--- config.mk ---
export PLATFORM = sky130hd
export DESIGN_NAME = accum_frame_scheduler
export DESIGN_NICKNAME = d
export VERILOG_FILES = /design/src/rtl/accum_frame_scheduler.sv
export SDC_FILE = /design/constraint.sdc
export NUM_CORES = 1
export LEC_CHECK = 0
export CORE_UTILIZATION = 40
export DETAILED_ROUTE_END_ITERATION = 8
export DONT_BUFFER_PORTS = 1
export PLACE_DENSITY_LB_ADDON = 0.1
export SLEW_MARGIN = 20
export SYNTH_ARGS = -nofsm -noshare
export SYNTH_HDL_FRONTEND = slang
export SYNTH_SLANG_ARGS = --single-unit
--- constraint.sdc ---
create_clock -name CLK -period 2.4 [get_ports CLK]
set_clock_uncertainty 0.05 [all_clocks]
set_input_delay 0.48 -clock CLK [delete_from_list [all_inputs] [get_ports CLK]]
set_output_delay 0.48 -clock CLK [all_outputs]
set_load 0.01 [all_outputs]
--- src/rtl/accum_frame_scheduler.sv ---
// Snapshots the 24-bit accumulator periodically or on request and streams it
// to uart_tx as a 5-byte frame: header, three value bytes, XOR checksum.
module accum_frame_scheduler #(
  parameter logic [23:0] PERIOD  = 24'd50000,
  parameter logic [7:0]  HEADER  = 8'hA5,
  parameter logic [15:0] TIMEOUT = 16'd60000
) (
  input  logic        CLK,
  input  logic        RSTn,
  input  logic        En,
  input  logic        Trig_In,
  input  logic        Ovr_Clr,
  input  logic [23:0] Acc_Value,
  input  logic        Tx_Busy,
  input  logic        Tx_Done,
  output logic        Tx_Start,
  output logic [7:0]  Tx_Data,
  output logic        Frame_Busy,
  output logic [7:0]  Frame_Cnt,
  output logic        Overrun,
  output logic        Err
);

  typedef enum logic [2:0] {
    IDLE    = 3'd0,
    CAPTURE = 3'd1,
    ISSUE   = 3'd2,
    WAIT    = 3'd3,
    DONE    = 3'd4
  } state_t;

  state_t      state;
  logic [23:0] period_cnt;
  logic [15:0] tout_cnt;
  logic [2:0]  idx;
  logic [23:0] snap;
  logic        tick;
  logic        trig;

  function automatic logic [7:0] frame_byte(input logic [2:0] i, input logic [23:0] s);
    logic [7:0] b;
    case (i)
      3'd1:    b = s[23:16];
      3'd2:    b = s[15:8];
      3'd3:    b = s[7:0];
      3'd4:    b = HEADER ^ s[23:16] ^ s[15:8] ^ s[7:0];
      default: b = HEADER;
    endcase
    return b;
  endfunction

  assign tick       = En && (period_cnt == PERIOD - 24'd1);
  assign trig       = tick | Trig_In;
  // Start is combinational so a byte launches in the very cycle Tx_Busy drops.
  assign Tx_Start   = (state == ISSUE) && !Tx_Busy;
  assign Frame_Busy = (state != IDLE);

  always_ff @(posedge CLK or negedge RSTn) begin
    if (!RSTn) begin
      period_cnt <= '0;
    end else if (!En || tick) begin
      period_cnt <= '0;
    end else begin
      period_cnt <= period_cnt + 24'd1;
    end
  end

  always_ff @(posedge CLK or negedge RSTn) begin
    if (!RSTn) begin
      state     <= IDLE;
      tout_cnt  <= '0;
      idx       <= '0;
      snap      <= '0;
      Tx_Data   <= '0;
      Frame_Cnt <= '0;
      Overrun   <= 1'b0;
      Err       <= 1'b0;
    end else begin
      // Clear first; any set below in the same cycle overrides it.
      if (Ovr_Clr) begin
        Overrun <= 1'b0;
        Err     <= 1'b0;
      end
      if (trig && state != IDLE) begin
        Overrun <= 1'b1;
      end

      case (state)
        IDLE: begin
          if (trig) begin
            state <= CAPTURE;
          end
        end
        CAPTURE: begin
          snap    <= Acc_Value;
          idx     <= '0;
          Tx_Data <= HEADER;
          state   <= ISSUE;
        end
        ISSUE: begin
          if (!Tx_Busy) begin
            tout_cnt <= '0;
            state    <= WAIT;
          end
        end
        WAIT: begin
          if (Tx_Done) begin
            if (idx == 3'd4) begin
              state <= DONE;
            end else begin
              idx     <= idx + 3'd1;
              Tx_Data <= frame_byte(idx + 3'd1, snap);
              state   <= ISSUE;
            end
          end else if (tout_cnt == TIMEOUT - 16'd1) begin
            Err   <= 1'b1;
            state <= IDLE;
          end else begin
            tout_cnt <= tout_cnt + 16'd1;
          end
        end
        DONE: begin
          Frame_Cnt <= Frame_Cnt + 8'd1;
          state     <= IDLE;
        end
        default: begin
          state <= IDLE;
        end
      endcase
    end
  end

endmodule

# [Yosys cells after proc, flatten, opt, wreduce, memory -nomap -nowiden]
# Index checks and enable logic that the tools add are counted.
[op_classes] add_sub_neg=4 n_eq_ne=18 n_mux=24 bitwise=4 n_reduce_logical=14
[ops] operator="$mux 16" n=3
[ops] operator="$pmux 16 s2" n=1
[ops] operator="$pmux 8 s4" n=1
[ops] operator="$add 24x1->24 const B" n=1
[ops] operator="$eq 24x16->1 const B" n=1
[ops] operator="$mux 24" n=1
[ops] operator="$mux 3" n=7
[ops] operator="$add 16x1->16 const B" n=1
[ops] operator="$eq 16x16->1 const B" n=1
[ops] operator="$mux 8" n=2
[ops] operator="$pmux 8 s2" n=1
[ops] operator="$xor 8x8->8" n=2
[ops] operator="$eq 3x2->1 const B" n=4
[ops] operator="$ne 2x2->1 const B" n=6
[ops] operator="$pmux 3 s4" n=1
[ops] operator="$eq 3x3->1 const B" n=3
[ops] operator="$add 8x1->8 const B" n=1
[ops] operator="$eq 3x1->1 const B" n=2
[ops] operator="$mux 1" n=6
[ops] operator="$pmux 3 s2" n=1
[ops] operator="$reduce_and 3->1" n=2
[ops] operator="$reduce_bool 2->1" n=3
[ops] operator="$not 4->4" n=1
[ops] operator="$reduce_and 4->1" n=1
[ops] operator="8 further kinds" n=11
[word_totals] ff_bits=88 input_bits=31 out_inout_bits=20 wordCells=73

# [Logic depth before layout (Yosys ltp)]
# Gate-level depths: netlist (run 1).
[depth] word_depth=7 ltp_mapped=7 ltp_nobuf=6

# [Worst setup path after synthesis (run 1)]
# Ideal clock, no wire load.
[synth_path] kind="reg-to-output" start="reg state[1]" end="out Tx_Start" arrival_time_ns=1.387 t_required_ns=1.870 slack_ns=0.483 path_stages_with_launch=6 path_buffers=2 path_cell_list="dfrtp_1 clkbuf_1 a211oi_1 nand2_1 inv_1 buf_2"
[synth_via] elab_chain_cells=2
[synth_lines] element="from (decl)" line_no="32" source="state_t state;"
[synth_lines] element="from (signal assigned)" line_no="70" source="state <= IDLE;"
[synth_lines] element="from (signal assigned)" line_no="91" source="state <= CAPTURE;"
[synth_lines] element="from (signal assigned)" line_no="98" source="state <= ISSUE;"
[synth_lines] element="$eq 3x2->1" line_no="55" source="assign Tx_Start = (state == ISSUE) && !Tx_Busy;"
[synth_lines] element="$logic_and 1x1->1" line_no="55"
[synth_lines] element="to (decl)" line_no="16" source="output logic Tx_Start,"
# No other way between the ends.

# [Worst setup path in the final report (run 1)]
# Same ends and word-level chain as after synthesis.

==> results.py, run 1 <==
metrics = {
    "status": {
        "status": "finished with violations",
        "violations": "negative hold slack",
    },
    "clocking": {
        "clkTransAtPathRegs_ps": 60,
        "clkSinkCount": 88,
        "cts_tree": "yes",
        "clkLatencyLatePin_ps": 340,
        "clockRootBuffer": "clkbuf_16",
        "numCtsBuffers": 9,
        "cts_htree_levels": 3,
        "clockBufferDepth": 2,
    },
    "grt": {
        "grt_pass1_vias": 3245,
        "grt_max_degree": 89,
        "grt_use_total_pct": 18.4,
        "grt_pass1_wl_um": 16500,
        "grt_overflow": 0,
        "antenna_found_initial": 0,
    },
    "setup_path": {
        "worstPathRequired_ps": 1870,
        "rr_startpoint": "idx[0]",
        "crit_path_max_fanout": 13,
        "cp_slowest_cell": "dfrtp_1",
        "worstPathCellList": "a211oi_2 > nand2_1 > inv_1",
        "arrival_ps": 1650,
        "max_stage_delay_ps": 550,
        "critPathTopFamily": "flip-flops",
        "cp-end-kind": "output pin",
        "crit_start": "state[1]",
        "cp-start-kind": "flop",
        "crit_type": "flop to output pin",
        "path_buf_inv": 1,
    },
    "place": {
        "pre_cts_ws_ps": 374,
        "io_buffer_count": 0,
        "hpwl_um": 6900,
        "gp_congestion": 0.849,
    },
    "timing": {
        "tns_ps": 0,
        "slew_viol_final": 0,
        "period_needed_ps": 2180,
        "final.setup.worst_slack_ps": 219,
        "relSlewSlack_pct": 68.3,
        "tightest_slew_ps": 474,
        "setup_violations": 0,
        "fmax_mhz": 458,
        "fin_hold_ws_ps": -220,
        "rsz0062_at_grt": "false",
        "hold_viol": 88,
        "period_share_pct": 90.9,
    },
    "yosys": {
        "syn_nets": 480,
        "synthAdderAreaFrac_pct": 2.18,
        "synth_seq_area_share_pct": 48.0,
        "async_flop_share_pct": 100,
        "synth_xor_area_share_pct": 7.06,
        "postSynthCellCount": 441,
        "synth_ff_type": "dfrtp_1",
        "yosys.area_share.simple_pct": 21.2,
        "synth.distinct_cells": 52,
        "synth-edff-count": 0,
        "synth_top_family_by_area": "simple AND/OR/NAND/NOR gates",
        "yosysWarnings": 0,
        "syn_avg_cell_area_um2": 10.4,
        "synth_area_um2": 4590,
        "ys_seq_elements": 88,
        "muxShareOfSynthArea_pct": 6.60,
        "synth_compound_area_share_pct": 12.1,
    },
    "power": {
        "power.density_nw_per_um2": 980,
        "p_leak_uw": 0.00204,
        "finalPower_uw": 4940,
        "peakVddDrop_v": 0.000675,
    },
    "routing": {
        "met1Wirelength_um": 4670,
        "wl_met2_um": 4600,
        "post_drt_wl_per_cell_um": 17.0,
        "num_vias": 3347,
        "route.detailed.drc": 0,
        "vias_per_cell": 5.71,
        "antenna_left": 0,
        "drt_iter0_markers": 157,
        "drtPass1Iterations": 4,
        "met3_length_um": 517,
        "routed_wl_um": 9950,
        "maxUsedRoutingLayer": "met4",
    },
    "final_layout": {
        "final_nets": 480,
        "layout_commonest_cell": "dfrtp_1",
        "synthToLayoutAreaGrowth_pct": 9.79,
        "drive_gt1_share_pct": 13.0,
        "final_util_pct": 45.7,
        "final_cell_mix": "dfrtp_1, nor2_1, mux2_2",
        "nFillCells": 1046,
        "diodes": 0,
    },
    "floorplan": {
        "start_util_pct": 41.6,
        "dieArea_um2": 11900,
        "coreArea_um2": 11000,
        "rows": 38,
        "die_w_um": 109,
        "ios": 51,
        "die_h_um": 109,
    },
    "job": {
        "drv_cap": 0,
    },
    "min_path": {
        "hold_path_class": "primary input to async pin",
    },
}
[state kept, by name (all words and copies together) (netlist names)]
name        count
Overrun         1
Tx_Data         8
state           3
Err             1
snap           24
tout_cnt       16
Frame_Cnt       8
idx             3
period_cnt     24
[metal layers]
metal / vias to the layer above / track usage (%)
met5: - / 0
met4: 0 / 7.63
met3: 14 / 5.80
met2: 55 / 28.7
met1: 1629 / 23.5
li1: 1649 / -
[area by class of cell]
class / instances / area (um^2) / area share, %
clock inverter: 2 / 12.5 / 0.248
multi-input combinational: 322 / 2260 / 44.9
sequential: 88 / 2200 / 43.7
timing repair buffer: 10 / 75.1 / 1.49
clock buffer: 14 / 274 / 5.44
inverter: 10 / 37.5 / 0.745
tap: 140 / 175 / 3.48
[what timing repair did]
| action | in CTS | in global routing |
|---|---|---|
| setup endpoints to repair | 1 | 0 |
| endpoints found under the hold margin | 88 | 88 |
| buffers inserted | 0 | 0 |
| gates resized for setup | 1 | 0 |
[Yosys cell counts, types with 9 or more instances]
library cell | number | area share [%]
nand2_1 | 22 | 1.8
buf_2 | 10 | 1.1
nor2_1 | 30 | 2.5
o31ai_1 | 11 | 1.8
mux2_2 | 26 | 6.4
inv_1 | 10 | 0.82
xor2_1 | 16 | 3.1
o21ai_0 | 15 | 1.6
nand3_1 | 25 | 2.7
a21oi_1 | 23 | 2.5
clkbuf_1 | 9 | 0.74
xnor2_1 | 21 | 4.0
nor4_1 | 9 | 1.2
nand4_1 | 18 | 2.5
dfrtp_1 | 88 | 48
or4_1 | 10 | 1.6
[power breakdown]
group	switching, uW	leakage, uW	internal [uW]	total, uW
clock	553	0.000139	785	1340
combinational	753	0.000731	677	1430
sequential	390	0.00117	1780	2170
total	1700	0.00204	3240	4940
[kinds of logic after synthesis]
| family | Yosys count |
|---|---|
| DFF | 88 |
| AOI/OAI and AO/OA | 85 |
| buffers and inverters | 31 |
| xor gates and xnor gates | 37 |
| and+or+nand+nor | 165 |
| adders and majority gates | 8 |
| muxes | 27 |
[worst reg2reg max path: stages (launching register included)]
cell	delay (ps)
dfrtp_1	430
inv_1	90
ha_1	210
a21boi_0	280
nand2_1	170
a21o_1	280
o32a_1	380
[through the flow]
stage	cell area [um^2]	hold WS (ps)	std cells
after floorplan	4590	134	441
after global placement	4750	136	570
after detailed placement	4750	137	570
after CTS	5040	-240	586
after global routing	5040	-243	586
final	5040	-220	586
[worst paths after layout]
check | slack (ps) | to | cells after the start
worst min register to register | 400 | period_cnt[0] | 1
worst max register to register | 400 | Tx_Data[5] | 6
max in group asynchronous | 2390 | period_cnt[6] | 0
worst max-delay path | 220 | Tx_Start | 3
min in group CLK | 230 | state[0] | 1
worst min-delay path | -220 | Frame_Cnt[5] | 0
(Power assumes the default switching activity.)
==> run 2, diff against run 1 <==
CTS_CLUSTER_DIAMETER = 30   (was not set)
==> results of run 2 <==
The final DEF is identical to that of run 1; final timing and power are the same.
==> run 3, diff against run 2 <==
CORE_UTILIZATION = 39   (was 40)
==> results.py, run 3 (synthesis results as in run 1) <==
metrics = {
    "place": {
        "gp_congestion": 0.795,
        "hpwl_um": 6750,
        "io_buffer_count": 0,
        "pre_cts_ws_ps": 418,
        "place_inst": 574,
        "postPlaceCellArea_um2": 4760,
    },
    "timing": {
        "hold_viol": 88,
        "tns_ps": 0,
        "period_share_pct": 91.2,
        "relSlewSlack_pct": 67.3,
        "rsz0062_at_grt": "false",
        "fin_hold_ws_ps": -216,
        "period_needed_ps": 2190,
        "setup_violations": 0,
        "tightest_slew_ps": 490,
        "fmax_mhz": 457,
        "slew_viol_final": 0,
        "final.setup.worst_slack_ps": 212,
    },
    "clocking": {
        "clkSinkCount": 88,
        "clockBufferDepth": 2,
        "cts_htree_levels": 3,
        "cts_tree": "yes",
        "numCtsBuffers": 9,
        "clkLatencyLatePin_ps": 340,
        "clockRootBuffer": "clkbuf_16",
        "clkTransAtPathRegs_ps": 60,
    },
    "setup_path": {
        "crit_path_max_fanout": 13,
        "cp-end-kind": "output pin",
        "worstPathRequired_ps": 1870,
        "cp_slowest_cell": "dfrtp_1",
        "crit_end": "Tx_Start",
        "r2r_end": "Tx_Data[2]",
        "max_stage_delay_ps": 540,
        "worstPathCellList": "a211oi_2 > nand2_1 > inv_1",
        "r2r_slack_ps": 420,
        "arrival_ps": 1660,
        "crit_type": "flop to output pin",
        "rr_startpoint": "idx[0]",
        "cp-start-kind": "flop",
        "reg2reg_depth": 6,
        "crit_start": "state[1]",
    },
    "routing": {
        "route.detailed.drc": 0,
        "routed_wl_um": 10000,
        "antenna_left": 0,
        "vias_per_cell": 5.81,
        "drt_iter0_markers": 224,
        "drtPass1Iterations": 4,
        "post_drt_wl_per_cell_um": 17.0,
        "num_vias": 3426,
    },
    "grt": {
        "grt_max_degree": 89,
        "grt_overflow": 0,
        "grt_pass1_wl_um": 17300,
        "grt_pass1_vias": 3467,
        "grt_use_total_pct": 17.5,
        "antenna_found_initial": 0,
    },
    "final_layout": {
        "diodes": 0,
        "fin_cells": 590,
        "drive_gt1_share_pct": 13.0,
        "synthToLayoutAreaGrowth_pct": 10.7,
        "layout_commonest_cell": "dfrtp_1",
        "reg_top3": "period_cnt x24, snap x24, tout_cnt x16",
        "final_cell_mix": "dfrtp_1, nor2_1, mux2_2",
        "final_area_um2": 5080,
        "final_nets": 481,
    },
    "power": {
        "p_leak_uw": 0.00206,
        "peakVddDrop_v": 0.000572,
        "power.density_nw_per_um2": 1010,
    },
    "status": {
        "status": "finished with violations",
        "violations": "negative hold slack",
    },
    "floorplan": {
        "ios": 51,
        "dieArea_um2": 12200,
        "die_h_um": 110,
        "start_util_pct": 40.2,
        "coreArea_um2": 11400,
        "rows": 39,
        "die_w_um": 110,
    },
    "job": {
        "drv_cap": 0,
    },
    "min_path": {
        "hold_path_class": "primary input to async pin",
    },
}
[run 3: critical path: cells and delay by family, from the launching register on]
family / cells / cell delay [ps]
compound gates: 1 / 300
buf+inv: 1 / 300
flops: 1 / 540
simple gates: 1 / 170
[run 3: cell type report]
class                      instances  area, um^2
clock buffer                      13         250
clock inverter                     3        65.1
fill                            1125        6340
inverter                          10        37.5
multi-input combinational        322        2260
sequential                        88        2200
tap                              143         179
timing repair buffer              11        82.6
[run 3: power by group]
group / internal (uW) / leakage, uW / switching [uW]
Clock: 940 / 0.000154 / 559
Sequential: 1780 / 0.00117 / 389
Combinational: 683 / 0.000736 / 758
[run 3: worst min path at each step]
stage / start / to / cells after the start
finish: RSTn / Frame_Cnt[3] / 0
global route: RSTn / tout_cnt[14] / 0
CTS: RSTn / Frame_Cnt[2] / 0
detailed placement: RSTn / Frame_Cnt[3] / 0
global placement: RSTn / Frame_Cnt[5] / 0
floorplan: RSTn / Err / 0
[run 3: timing repair]
item | 4_1_cts | 5_1_grt
buffers inserted | 0 | 0
setup endpoints to repair | 0 | 1
endpoints found under the hold margin | 88 | 88
gates resized for setup | 0 | 1
[run 3: per-layer routing]
layer	track usage [%]	vias up	part of all wire [%]
met1	23.6	1694	48
met2	26.7	63	45
met4	6.84	0	1.5
met3	4.72	14	5.0
met5	0	-	0
li1	-	1655	-
[run 3: stage by stage]
| stage | util [%] | total power [uW] |
|---|---|---|
| finish | 44.5 | 5110 |
| global route | 44.5 | 5440 |
| CTS | 44.4 | 5160 |
| detailed placement | 41.7 | 3640 |
| global placement | 41.7 | 3600 |
| floorplan | - | 3220 |
